[src/rtl/alarm_ringer_pkg.sv]
// Shared types and default timing constants for the alarm ringer path.
// All durations are counted in cycles of the 1 Hz clock.
package alarm_pkg;

    typedef enum logic [1:0] {
        IDLE    = 2'b00,
        RINGING = 2'b01,
        SNOOZED = 2'b10
    } ringer_state_e;

    localparam int RING_TIMEOUT_S = 60;
    localparam int SNOOZE_S       = 300;
    localparam int MAX_SNOOZES    = 3;
    localparam int BEEP_ON_S      = 1;
    localparam int BEEP_OFF_S     = 1;

endpackage

[src/rtl/alarm_ringer_if.sv]
// Signal bundle between the alarm/button logic (master) and the ringer (slave).
// State is exported on `state` for observation by checkers.
interface alarm_ringer_if #(
    parameter int CNT_W = 2
);
    import alarm_pkg::*;

    // No valid/ready here: inputs are levels sampled every clock and edge-detected
    // by the ringer; outputs are registered and valid right after each clock edge.
    logic             alarm_trigger;
    logic             snooze_btn;
    logic             dismiss_btn;
    logic             ack_missed;
    logic             buzzer;
    logic             ringing;
    logic             snoozed;
    logic [CNT_W-1:0] snooze_count;
    logic [8:0]       snooze_remaining;
    logic             alarm_off_req;
    logic             missed_alarm;
    ringer_state_e    state;

    modport master (
        output alarm_trigger, snooze_btn, dismiss_btn, ack_missed,
        input  buzzer, ringing, snoozed, snooze_count, snooze_remaining,
               alarm_off_req, missed_alarm, state
    );

    modport slave (
        input  alarm_trigger, snooze_btn, dismiss_btn, ack_missed,
        output buzzer, ringing, snoozed, snooze_count, snooze_remaining,
               alarm_off_req, missed_alarm, state
    );

endinterface

[src/rtl/alarm_ringer_rise_detect.sv]
// Rising-edge detector: one-cycle event when d_i goes from 0 to 1.
// Only the history bit is registered; the event is combinational from it.
module rise_detect (
    input  logic clk_1hz,
    input  logic reset_n,
    input  logic d_i,
    output logic rise_o
);

    logic d_q;

    always_ff @(posedge clk_1hz or negedge reset_n) begin
        if (!reset_n) begin
            d_q <= 1'b0;
        end else begin
            d_q <= d_i;
        end
    end

    assign rise_o = d_i & ~d_q;

endmodule

[src/rtl/alarm_ringer.sv]
// Alarm ringer: turns a trigger edge into a beeping ring episode with snooze,
// dismiss and timeout handling, and reports the end of each episode.
module alarm_ringer #(
    parameter int RING_TIMEOUT_S = alarm_pkg::RING_TIMEOUT_S,
    parameter int SNOOZE_S       = alarm_pkg::SNOOZE_S,
    parameter int MAX_SNOOZES    = alarm_pkg::MAX_SNOOZES,
    parameter int BEEP_ON_S      = alarm_pkg::BEEP_ON_S,
    parameter int BEEP_OFF_S     = alarm_pkg::BEEP_OFF_S
) (
    input  logic          clk_1hz,
    input  logic          reset_n,
    alarm_ringer_if.slave bus
);

    localparam int CNT_W  = $clog2(MAX_SNOOZES + 1);
    localparam int RT_W   = (RING_TIMEOUT_S > 1) ? $clog2(RING_TIMEOUT_S) : 1;
    localparam int BEEP_P = BEEP_ON_S + BEEP_OFF_S;
    localparam int PH_W   = (BEEP_P > 1) ? $clog2(BEEP_P) : 1;

    localparam logic [RT_W-1:0]  RT_LAST  = RT_W'(RING_TIMEOUT_S - 1);
    localparam logic [PH_W-1:0]  PH_LAST  = PH_W'(BEEP_P - 1);
    localparam logic [CNT_W-1:0] CNT_MAX  = CNT_W'(MAX_SNOOZES);
    localparam logic [8:0]       SNZ_LOAD = 9'(SNOOZE_S);

    alarm_pkg::ringer_state_e state_q;
    logic [RT_W-1:0]  ring_timer_q, ring_timer_d;
    logic [PH_W-1:0]  phase_q, phase_d;
    logic [CNT_W-1:0] snooze_count_q;
    logic [8:0]       snooze_rem_q;
    logic             buzzer_q;
    logic             off_req_q;
    logic             missed_q;
    logic             trig_ev, snz_ev, dis_ev;

    rise_detect u_trig (.clk_1hz(clk_1hz), .reset_n(reset_n), .d_i(bus.alarm_trigger), .rise_o(trig_ev));
    rise_detect u_snz  (.clk_1hz(clk_1hz), .reset_n(reset_n), .d_i(bus.snooze_btn),    .rise_o(snz_ev));
    rise_detect u_dis  (.clk_1hz(clk_1hz), .reset_n(reset_n), .d_i(bus.dismiss_btn),   .rise_o(dis_ev));

    assign ring_timer_d = ring_timer_q + 1'b1;
    assign phase_d      = (phase_q == PH_LAST) ? '0 : phase_q + 1'b1;

    always_ff @(posedge clk_1hz or negedge reset_n) begin
        if (!reset_n) begin
            state_q        <= alarm_pkg::IDLE;
            ring_timer_q   <= '0;
            phase_q        <= '0;
            snooze_count_q <= '0;
            snooze_rem_q   <= '0;
            buzzer_q       <= 1'b0;
            off_req_q      <= 1'b0;
            missed_q       <= 1'b0;
        end else begin
            off_req_q <= 1'b0;
            // A timeout set later in this block overrides the acknowledge.
            if (bus.ack_missed) missed_q <= 1'b0;
            case (state_q)
                alarm_pkg::IDLE: begin
                    if (trig_ev) begin
                        state_q      <= alarm_pkg::RINGING;
                        ring_timer_q <= '0;
                        phase_q      <= '0;
                        buzzer_q     <= 1'b1;
                    end
                end
                alarm_pkg::RINGING: begin
                    if (dis_ev) begin
                        state_q        <= alarm_pkg::IDLE;
                        off_req_q      <= 1'b1;
                        buzzer_q       <= 1'b0;
                        snooze_count_q <= '0;
                    end else if (snz_ev && (snooze_count_q < CNT_MAX)) begin
                        state_q        <= alarm_pkg::SNOOZED;
                        snooze_count_q <= snooze_count_q + 1'b1;
                        snooze_rem_q   <= SNZ_LOAD;
                        buzzer_q       <= 1'b0;
                    end else if (ring_timer_q == RT_LAST) begin
                        state_q        <= alarm_pkg::IDLE;
                        off_req_q      <= 1'b1;
                        buzzer_q       <= 1'b0;
                        snooze_count_q <= '0;
                        missed_q       <= 1'b1;
                    end else begin
                        ring_timer_q <= ring_timer_d;
                        phase_q      <= phase_d;
                        buzzer_q     <= (32'(phase_d) < BEEP_ON_S);
                    end
                end
                alarm_pkg::SNOOZED: begin
                    if (dis_ev) begin
                        state_q        <= alarm_pkg::IDLE;
                        off_req_q      <= 1'b1;
                        snooze_rem_q   <= '0;
                        snooze_count_q <= '0;
                    end else if (snooze_rem_q == 9'd1) begin
                        state_q      <= alarm_pkg::RINGING;
                        ring_timer_q <= '0;
                        phase_q      <= '0;
                        buzzer_q     <= 1'b1;
                        snooze_rem_q <= '0;
                    end else begin
                        snooze_rem_q <= snooze_rem_q - 1'b1;
                    end
                end
                default: begin
                    state_q <= alarm_pkg::IDLE;
                end
            endcase
        end
    end

    assign bus.buzzer           = buzzer_q;
    assign bus.ringing          = (state_q == alarm_pkg::RINGING);
    assign bus.snoozed          = (state_q == alarm_pkg::SNOOZED);
    assign bus.snooze_count     = snooze_count_q;
    assign bus.snooze_remaining = snooze_rem_q;
    assign bus.alarm_off_req    = off_req_q;
    assign bus.missed_alarm     = missed_q;
    assign bus.state            = state_q;

endmodule

[src/flat_wrapper.sv]
// flat-port wrapper written by rule: the top's interface ports become plain ports
module alarm_ringer_flat import alarm_pkg::*;
#(
    parameter int RING_TIMEOUT_S = alarm_pkg::RING_TIMEOUT_S,
    parameter int SNOOZE_S       = alarm_pkg::SNOOZE_S,
    parameter int MAX_SNOOZES    = alarm_pkg::MAX_SNOOZES,
    parameter int BEEP_ON_S      = alarm_pkg::BEEP_ON_S,
    parameter int BEEP_OFF_S     = alarm_pkg::BEEP_OFF_S
)
  (clk_1hz, reset_n, bus_alarm_trigger, bus_snooze_btn, bus_dismiss_btn, bus_ack_missed, bus_buzzer, bus_ringing, bus_snoozed, bus_snooze_count, bus_snooze_remaining, bus_alarm_off_req, bus_missed_alarm, bus_state);
  alarm_ringer_if #(.CNT_W(($clog2((2) + 1)))) bus_i ();
  input  logic clk_1hz;
  input  logic reset_n;
  input wire logic [$bits(bus_i.alarm_trigger)-1:0] bus_alarm_trigger;
  input wire logic [$bits(bus_i.snooze_btn)-1:0] bus_snooze_btn;
  input wire logic [$bits(bus_i.dismiss_btn)-1:0] bus_dismiss_btn;
  input wire logic [$bits(bus_i.ack_missed)-1:0] bus_ack_missed;
  output wire logic [$bits(bus_i.buzzer)-1:0] bus_buzzer;
  output wire logic [$bits(bus_i.ringing)-1:0] bus_ringing;
  output wire logic [$bits(bus_i.snoozed)-1:0] bus_snoozed;
  output wire logic [$bits(bus_i.snooze_count)-1:0] bus_snooze_count;
  output wire logic [$bits(bus_i.snooze_remaining)-1:0] bus_snooze_remaining;
  output wire logic [$bits(bus_i.alarm_off_req)-1:0] bus_alarm_off_req;
  output wire logic [$bits(bus_i.missed_alarm)-1:0] bus_missed_alarm;
  output wire logic [$bits(bus_i.state)-1:0] bus_state;
  assign bus_i.alarm_trigger = bus_alarm_trigger;
  assign bus_i.snooze_btn = bus_snooze_btn;
  assign bus_i.dismiss_btn = bus_dismiss_btn;
  assign bus_i.ack_missed = bus_ack_missed;
  assign bus_buzzer = bus_i.buzzer;
  assign bus_ringing = bus_i.ringing;
  assign bus_snoozed = bus_i.snoozed;
  assign bus_snooze_count = bus_i.snooze_count;
  assign bus_snooze_remaining = bus_i.snooze_remaining;
  assign bus_alarm_off_req = bus_i.alarm_off_req;
  assign bus_missed_alarm = bus_i.missed_alarm;
  assign bus_state = bus_i.state;
  alarm_ringer #(.RING_TIMEOUT_S(RING_TIMEOUT_S), .SNOOZE_S(SNOOZE_S), .MAX_SNOOZES(MAX_SNOOZES), .BEEP_ON_S(BEEP_ON_S), .BEEP_OFF_S(BEEP_OFF_S)) u_core (.clk_1hz(clk_1hz), .reset_n(reset_n), .bus(bus_i));
endmodule
[config.mk]
export PLATFORM = sky130hd
export DESIGN_NAME = alarm_ringer_flat
export DESIGN_NICKNAME = d
export VERILOG_FILES = /design/src/rtl/alarm_ringer_pkg.sv /design/src/rtl/alarm_ringer_if.sv /design/src/rtl/alarm_ringer_rise_detect.sv /design/src/rtl/alarm_ringer.sv /design/src/flat_wrapper.sv
export SDC_FILE = /design/constraint.sdc
export NUM_CORES = 1
export LEC_CHECK = 0
export ABC_AREA = 0
export CAP_MARGIN = 20
export CORE_ASPECT_RATIO = 1.1
export CORE_MARGIN = 2
export CORE_UTILIZATION = 60
export CTS_BUF_LIST = sky130_fd_sc_hd__clkbuf_4
export DETAILED_ROUTE_END_ITERATION = 12
export HOLD_SLACK_MARGIN = 0.02
export PLACE_DENSITY = 0.87
export SLEW_MARGIN = 30
export SYNTH_ARGS = -nofsm -noshare
export SYNTH_HDL_FRONTEND = slang
export SYNTH_HIERARCHICAL = 1
export SYNTH_SLANG_ARGS = --single-unit
export TNS_END_PERCENT = 30
[constraint.sdc]
create_clock -name clk_1hz -period 3.3 [get_ports clk_1hz]
set_clock_uncertainty 0.2 [all_clocks]
set_input_delay 0.825 -clock clk_1hz [delete_from_list [all_inputs] [get_ports clk_1hz]]
set_output_delay 0.825 -clock clk_1hz [all_outputs]
set_load 0.1 [all_outputs]
## Word-level counts from Yosys, hierarchy flattened

Cells that the tools add are included.

| cells by class | value |
|---|---|
| magnitude comparators | 2 |
| add/sub/neg operators | 4 |
| eq/ne operators | 14 |
| bitwise operators | 6 |
| mux-type cells | 48 |
| reductions and logical operators | 9 |

Operators by type and width:

| kind | number |
|---|---|
| $mux W6 | 6 |
| $mux W9 | 4 |
| $mux W1 | 22 |
| $mux W2 | 9 |
| $pmux W6 S3 | 1 |
| $pmux W9 S2 | 1 |
| $eq A9 B1 Y1 const B | 1 |
| $reduce_and A3 Y1 | 3 |
| $sub A9 B1 Y9 const B | 1 |
| $ne A2 B1 Y1 const B | 4 |
| $ne A2 B2 Y1 const B | 4 |
| $reduce_and A7 Y1 | 1 |
| $add A6 B1 Y6 const B | 1 |
| $eq A6 B6 Y1 const B | 1 |
| $pmux W1 S3 | 2 |
| $pmux W2 S3 | 1 |
| $ne A4 B1 Y1 const B | 1 |
| $pmux W2 S2 | 1 |
| $reduce_and A4 Y1 | 1 |
| $and A1 B1 Y1 | 3 |
| $ne A3 B1 Y1 const B | 1 |
| $not A1 Y1 | 3 |
| $reduce_bool A3 Y1 | 1 |
| $add A2 B1 Y2 const B | 1 |
| 9 further kinds | 9 |

| storage, ports and cells | value |
|---|---|
| bits in registers | 26 |
| logic and storage cells | 94 |

## Depth between registers and ports, before layout

| logic depth | value |
|---|---|
| depth in word-level cells | 7 |
| mapped depth | 8 |

## Cells and area by module

Netlist, hierarchy kept.

By module, submodules not included:

| module | instances | area each (um^2) | seq. area each (um^2) | cells each |
|---|---|---|---|---|
| alarm_ringer | 1 | 1505.2 | 575.6 | 159 |
| rise_detect | 3 | 38.8 | 25.0 | 2 |

## Worst setup path before layout

OpenSTA, ideal clock, no wires.

| path | value |
|---|---|
| path kind | flip-flop to flip-flop |
| start | register u_core.state_q[0], in the netlist u_core/bus.state[0] |
| end | register u_core.snooze_rem_q[7], in the netlist u_core/bus.snooze_remaining[7] |
| period minus slack after synthesis | 3.327 ns |
| slack | -0.027 ns |
| stages on the path, launching flop included | 7 |
| arrival | 3.004 ns |
| setup time | 0.123 ns |
| path buffers | 1 |
| cells stage by stage | dfrtp_1 -> ha_1 -> nor4bb_1 -> a21o_1 -> clkbuf_1 -> o21ai_0 -> a32o_1 |

| on the way | value |
|---|---|
| word-level cells in the longest chain between the ends | 3 |
| elaborated cells on any way between the ends | 7 |
| classes of those cells | eq/ne (4); mux (1); reduce/logical (2) |

Ends and longest elaborated chain:

| item | line | text |
|---|---|---|
| from (decl) | alarm_ringer.sv:25 | `alarm_pkg::ringer_state_e state_q;` |
| from (signal assigned) | alarm_ringer.sv:44 | `state_q <= alarm_pkg::IDLE;` |
| from (signal assigned) | alarm_ringer.sv:59 | `state_q <= alarm_pkg::RINGING;` |
| from (signal assigned) | alarm_ringer.sv:67 | `state_q <= alarm_pkg::IDLE;` |
| $eq A2 B1 Y1 (*) | -- |  |
| net bus_ringing | flat_wrapper.sv:19 | `output wire logic [$bits(bus_i.ringing)-1:0] bus_ringing;` |
| $ne A2 B1 Y1 (no line), or another cell as far along | -- |  |
| $reduce_and A3 Y1 (no line) | -- |  |
| to (signal assigned) | alarm_ringer.sv:101 | `snooze_rem_q <= snooze_rem_q - 1'b1;` |
| to (decl) | alarm_ringer.sv:29 | `logic [8:0] snooze_rem_q;` |

The timed path passes the listed nets; every way through them passes the cells marked *.
A chain may end at the register's enable or synchronous reset.

## Final worst setup path

| path | value |
|---|---|
| start | input port bus_snooze_btn |
| end | register u_core.state_q[0], in the netlist u_core/bus.state[0] |

| on the way | value |
|---|---|
| word-level cells in the longest chain between the ends | 5 |
| elaborated cells on any way between the ends | 7 |
| classes of those cells | eq/ne (1); mux (3); bitwise (1); reduce/logical (2) |

Ends and longest elaborated chain:

| item | line | text |
|---|---|---|
| from (decl) | flat_wrapper.sv:15 | `input wire logic [$bits(bus_i.snooze_btn)-1:0] bus_snooze_btn;` |
| $and A1 B1 Y1 (*) | alarm_ringer_rise_detect.sv:20 | `assign rise_o = d_i & ~d_q;` |
| net u_core.snz_ev | alarm_ringer.sv:33 | `logic trig_ev, snz_ev, dis_ev;` |
| $logic_and A1 B1 Y1 (*) | alarm_ringer.sv:71 | `end else if (snz_ev && (snooze_count_q < CNT_MAX)) begin` |
| $mux W2 | alarm_ringer.sv:71 |  |
| $mux W2 | alarm_ringer.sv:66 | `if (dis_ev) begin` |
| $pmux W2 S3 | alarm_ringer.sv:56 | `case (state_q)` |
| to (signal assigned) | alarm_ringer.sv:59 |  |
| to (signal assigned) | alarm_ringer.sv:67 |  |
| to (signal assigned) | alarm_ringer.sv:72 | `state_q <= alarm_pkg::SNOOZED;` |

Marks and branches as above.

==> impl.org <==
** Outcome
- The run finished with clean final reports.

** Yosys
- Synth Flop Type :: sky130_fd_sc_hd__dfrtp_1
- After synthesis the netlist holds a flip-flop and latch count of 26.
- Top-area cell type share of the netlist area :: 40.1%
- sky130_fd_sc_hd__dfrtp_1 takes more of the synthesized area than any other cell.
- Synth Cell Area :: 0.00162 mm²
- Gate count after technology mapping :: 165
- After synthesis, flip-flops and latches occupy 40.1% of the total area.
- Synthesis instantiated 47 different standard cells from the library.
- Async set-or-reset flop fraction in the synthesized netlist :: 100%
- Dividing the synthesized area by the synthesized cell count gives 9.83 µm².
- Largest cells by area after synthesis :: sky130_fd_sc_hd__dfrtp_1 (40%), sky130_fd_sc_hd__ha_1 (6.2%), sky130_fd_sc_hd__o21ai_0 (6.2%), sky130_fd_sc_hd__inv_1 (3.2%), sky130_fd_sc_hd__nand2_1 (2.8%)
- Number of enable flip-flop cells after synthesis :: 0
- Yosys Warn Count :: 6
- Synthesis produced a netlist with a net count of 179.

** Finish
- Share of cells above drive strength 1 :: 20.1%
- Area taken by flip-flops and latches :: 651 µm²
- Layout Area Growth over Synthesis :: 13.7%
- Area of the multi-input gates :: 886 µm²
- End-of-flow core utilization :: 72.5%
- Number of antenna diodes :: 0
- Final nets :: 200
- Fillers :: 192

** CTS
- Cts-stage hold buffer count :: 0
- CTS HTree Levels :: 1
- TritonCTS created 3 clock buffers.
- Post-CTS Setup Inserts :: 0
- The root buffer cell chosen for the clock tree is sky130_fd_sc_hd__clkbuf_4.
- Clock latency on the worst-skew pair, taken at its later pin, is 310 ps.
- TritonCTS clock tree :: yes
- Number of cells upsized or downsized after cts :: 0
- Clock-pin slew was measured on the worst setup and hold paths at 130 ps.
- Sink count of the clock tree :: 26
- The longest clock path from root to sink contains 2 buffers.

** Worst setup path
- By startpoint and endpoint, the worst setup path is classified as in -> reg.
- Among all stages on the critical path, the largest delay is contributed by sky130_fd_sc_hd__nor2b_1.
- STA puts the critical path data arrival time at 2840 ps.
- Biggest cell delay along the critical path :: 520 ps
- Required time of the critical path :: 3310 ps
- The cell family contributing the most delay on the critical path is simple AND/OR/NAND/NOR gates.
- STA classifies the critical path startpoint as an input port.
- Together, buffers and inverters on the worst path number 1.
- Type of destination of the critical path :: register
- Of all nets on the critical path, the largest fanout is 10.
- Traced cell by cell, the critical path runs through clkdlybuf4s50_1, nor2b_4, nor2b_1, a211oi_4, a211oi_1, mux2_2.

** Timing
- Setup violations remaining at the end of the flow were counted as 0.
- Portion of the clock cycle consumed by the worst path in the final layout :: 85.7%
- Setup TNS Final :: 0 ps
- Setup slack closes at 472 ps.
- Final Slew Violations :: 0
- RSZ-0062 raised after global routing :: false
- For the finished layout, the period the worst path requires is 2830 ps.
- Headroom to the max-slew limit came out at 58.5%.
- Hold Fails Final Rpt :: 0
- Highest clock frequency the design can meet :: 354 MHz
- Hold Slack :: 322 ps
- At the pin with the least slew margin, the transition time is 622 ps.

** Placed design
- The wire-length estimate of the detail-placed layout is 2610 µm.
- Quantity of I/O buffers inserted on ports :: 23
- Before CTS, the worst setup slack after placement is 162 ps.
- Routability congestion estimate :: 0.815

** GRT
- The first global-routing pass estimated 5950 µm of wire.
- Pin count of the biggest net entering global routing :: 27
- The initial antenna violation count is 0.
- All-Layer GR Usage :: 25.4%
- Remaining global-route overflow :: 0
- Vias in the first global route :: 1326

** Routing
- Summing over every cut layer, the via total after detailed routing is 1372.
- Dividing the detail-routed via count by the number of cells gives 6.38.
- The pre-antenna-repair detailed-routing pass consisted of 4 iterations.
- Residual antenna-violating net count after detailed routing :: 0
- Number of violations reported at the end of detailed-routing iteration 0 :: 49
- After detailed routing, the average wire length per cell comes to 16.7 µm.
- Detailed Route WL :: 3590 µm
- Number of DRC violations after detailed routing :: 0

** Floorplanning
- Initial standard-cell utilization of the core :: 63.7%
- Area of the core :: 0.00254 mm²
- After floorplanning, the core was divided into 19 placement rows.
- DIE AREA :: 0.00313 mm²
- The die is 53.6 µm wide.
- From bottom edge to top edge, the die measures 58.5 µm.
- I/O Pins :: 24

** Worst hold path
- The path class of the tightest hold or removal check is reg -> reg.

** Run
- # Max-Cap Violations :: 0
[cells in the mapped netlist, types with 2 or more instances]
| cell type | instances |
|---|---|
| sky130_fd_sc_hd__inv_1 | 14 |
| sky130_fd_sc_hd__nand3b_1 | 4 |
| sky130_fd_sc_hd__o31ai_1 | 4 |
| sky130_fd_sc_hd__nor3_1 | 2 |
| sky130_fd_sc_hd__nor2b_1 | 2 |
| sky130_fd_sc_hd__a22o_1 | 3 |
| sky130_fd_sc_hd__nand2_1 | 12 |
| sky130_fd_sc_hd__o221ai_1 | 5 |
| sky130_fd_sc_hd__o21ai_0 | 20 |
| sky130_fd_sc_hd__a21boi_0 | 2 |
| sky130_fd_sc_hd__a211oi_1 | 3 |
| sky130_fd_sc_hd__nand2b_1 | 2 |
| sky130_fd_sc_hd__clkbuf_1 | 6 |
| sky130_fd_sc_hd__or4_1 | 2 |
| sky130_fd_sc_hd__a21oi_1 | 6 |
| sky130_fd_sc_hd__nor2_1 | 3 |
| sky130_fd_sc_hd__nor2b_4 | 3 |
| sky130_fd_sc_hd__nor4_1 | 3 |
| sky130_fd_sc_hd__dfrtp_1 | 26 |
| sky130_fd_sc_hd__o22ai_1 | 2 |
| sky130_fd_sc_hd__o41ai_1 | 2 |
| sky130_fd_sc_hd__a21o_1 | 2 |
| sky130_fd_sc_hd__and4_1 | 2 |
| sky130_fd_sc_hd__ha_1 | 8 |
| sky130_fd_sc_hd__nand3_1 | 4 |
| sky130_fd_sc_hd__nand4_1 | 2 |
[layout make-up]
type | count | share of cell area (%)
multi-input cells | 117 | 48.1
flip-flops and latches | 26 | 35.3
repair buffers | 24 | 10.5
inverters | 14 | 2.85
well taps | 31 | 2.10
clock buffers | 3 | 1.22
[stage by stage]
stage | area (µm²) | cells
2_1_floorplan | 1630 | 165
3_3_place_gp | 1820 | 212
3_5_place_dp | 1820 | 212
4_1_cts | 1840 | 215
5_1_grt | 1840 | 215
6_report | 1840 | 215
[layer usage]
layer | share of wire [%] | up-vias | wire, µm | track usage, %
met5 | 0 | - | 0 | 0
met4 | 0.45 | 0 | 16 | 8.79
met3 | 2.6 | 2 | 94 | 2.54
met2 | 53 | 25 | 1920 | 42.9
met1 | 43 | 688 | 1560 | 33.7
li1 | - | 657 | - | -
[sequential cells by signal (all words and copies together) (netlist names), 2 cells and up]
register                     count
u_core/bus.snooze_remaining      9
u_core/ring_timer_q              6
u_core/bus.snooze_count          2
u_core/bus.state                 2
[path summary, 6_finish.rpt]
kind	startpoint	slack [ps]	cells past startpoint	endpoint
min in group asynchronous	reset_n	660	2	u_core/ring_timer_q[2]$_DFFE_PN0P_
worst min-delay path	u_core/ring_timer_q[2]$_DFFE_PN0P_	320	1	u_core/ring_timer_q[2]$_DFFE_PN0P_
worst max register to register	u_core/bus.state[1]$_DFFE_PN0P_	790	6	u_core/bus.snooze_remaining[5]$_DFFE_PN0P_
worst max-delay path	bus_snooze_btn	470	6	u_core/bus.state[0]$_DFFE_PN0P_
worst min register to register	u_core/ring_timer_q[2]$_DFFE_PN0P_	320	1	u_core/ring_timer_q[2]$_DFFE_PN0P_
max in group asynchronous	reset_n	1990	2	u_core/bus.snooze_remaining[5]$_DFFE_PN0P_
[kinds of logic (layout without fill, tap and decap cells)]
group / count (synthesis) / count (layout) / share of synthesized area [%]
flops: 26 / 26 / 40.1
compound gates: 58 / 58 / 25.8
simple gates: 50 / 50 / 21.7
mux: 1 / 1 / 0.694
fa+ha+maj: 8 / 8 / 6.17
buf+inv: 22 / 41 / 5.56
[layout by cell type (no fill, tap or decap), types with 3 or more instances in the layout]
master,instances
sky130_fd_sc_hd__clkdlybuf4s50_1,5
sky130_fd_sc_hd__a21oi_1,6
sky130_fd_sc_hd__ha_1,6
sky130_fd_sc_hd__o21ai_0,20
sky130_fd_sc_hd__nand3b_1,4
sky130_fd_sc_hd__dfrtp_1,26
sky130_fd_sc_hd__nand3_1,4
sky130_fd_sc_hd__clkbuf_4,3
sky130_fd_sc_hd__inv_1,14
sky130_fd_sc_hd__a22o_1,3
sky130_fd_sc_hd__nor2_1,3
sky130_fd_sc_hd__nor4_1,3
sky130_fd_sc_hd__o31ai_1,4
sky130_fd_sc_hd__a211oi_1,3
sky130_fd_sc_hd__nor2b_4,3
sky130_fd_sc_hd__o221ai_1,5
sky130_fd_sc_hd__nand2_1,12
sky130_fd_sc_hd__buf_4,19
Power is not shown: default switching activity piles up to over one toggle a cycle in this logic, so the estimate is an artifact.
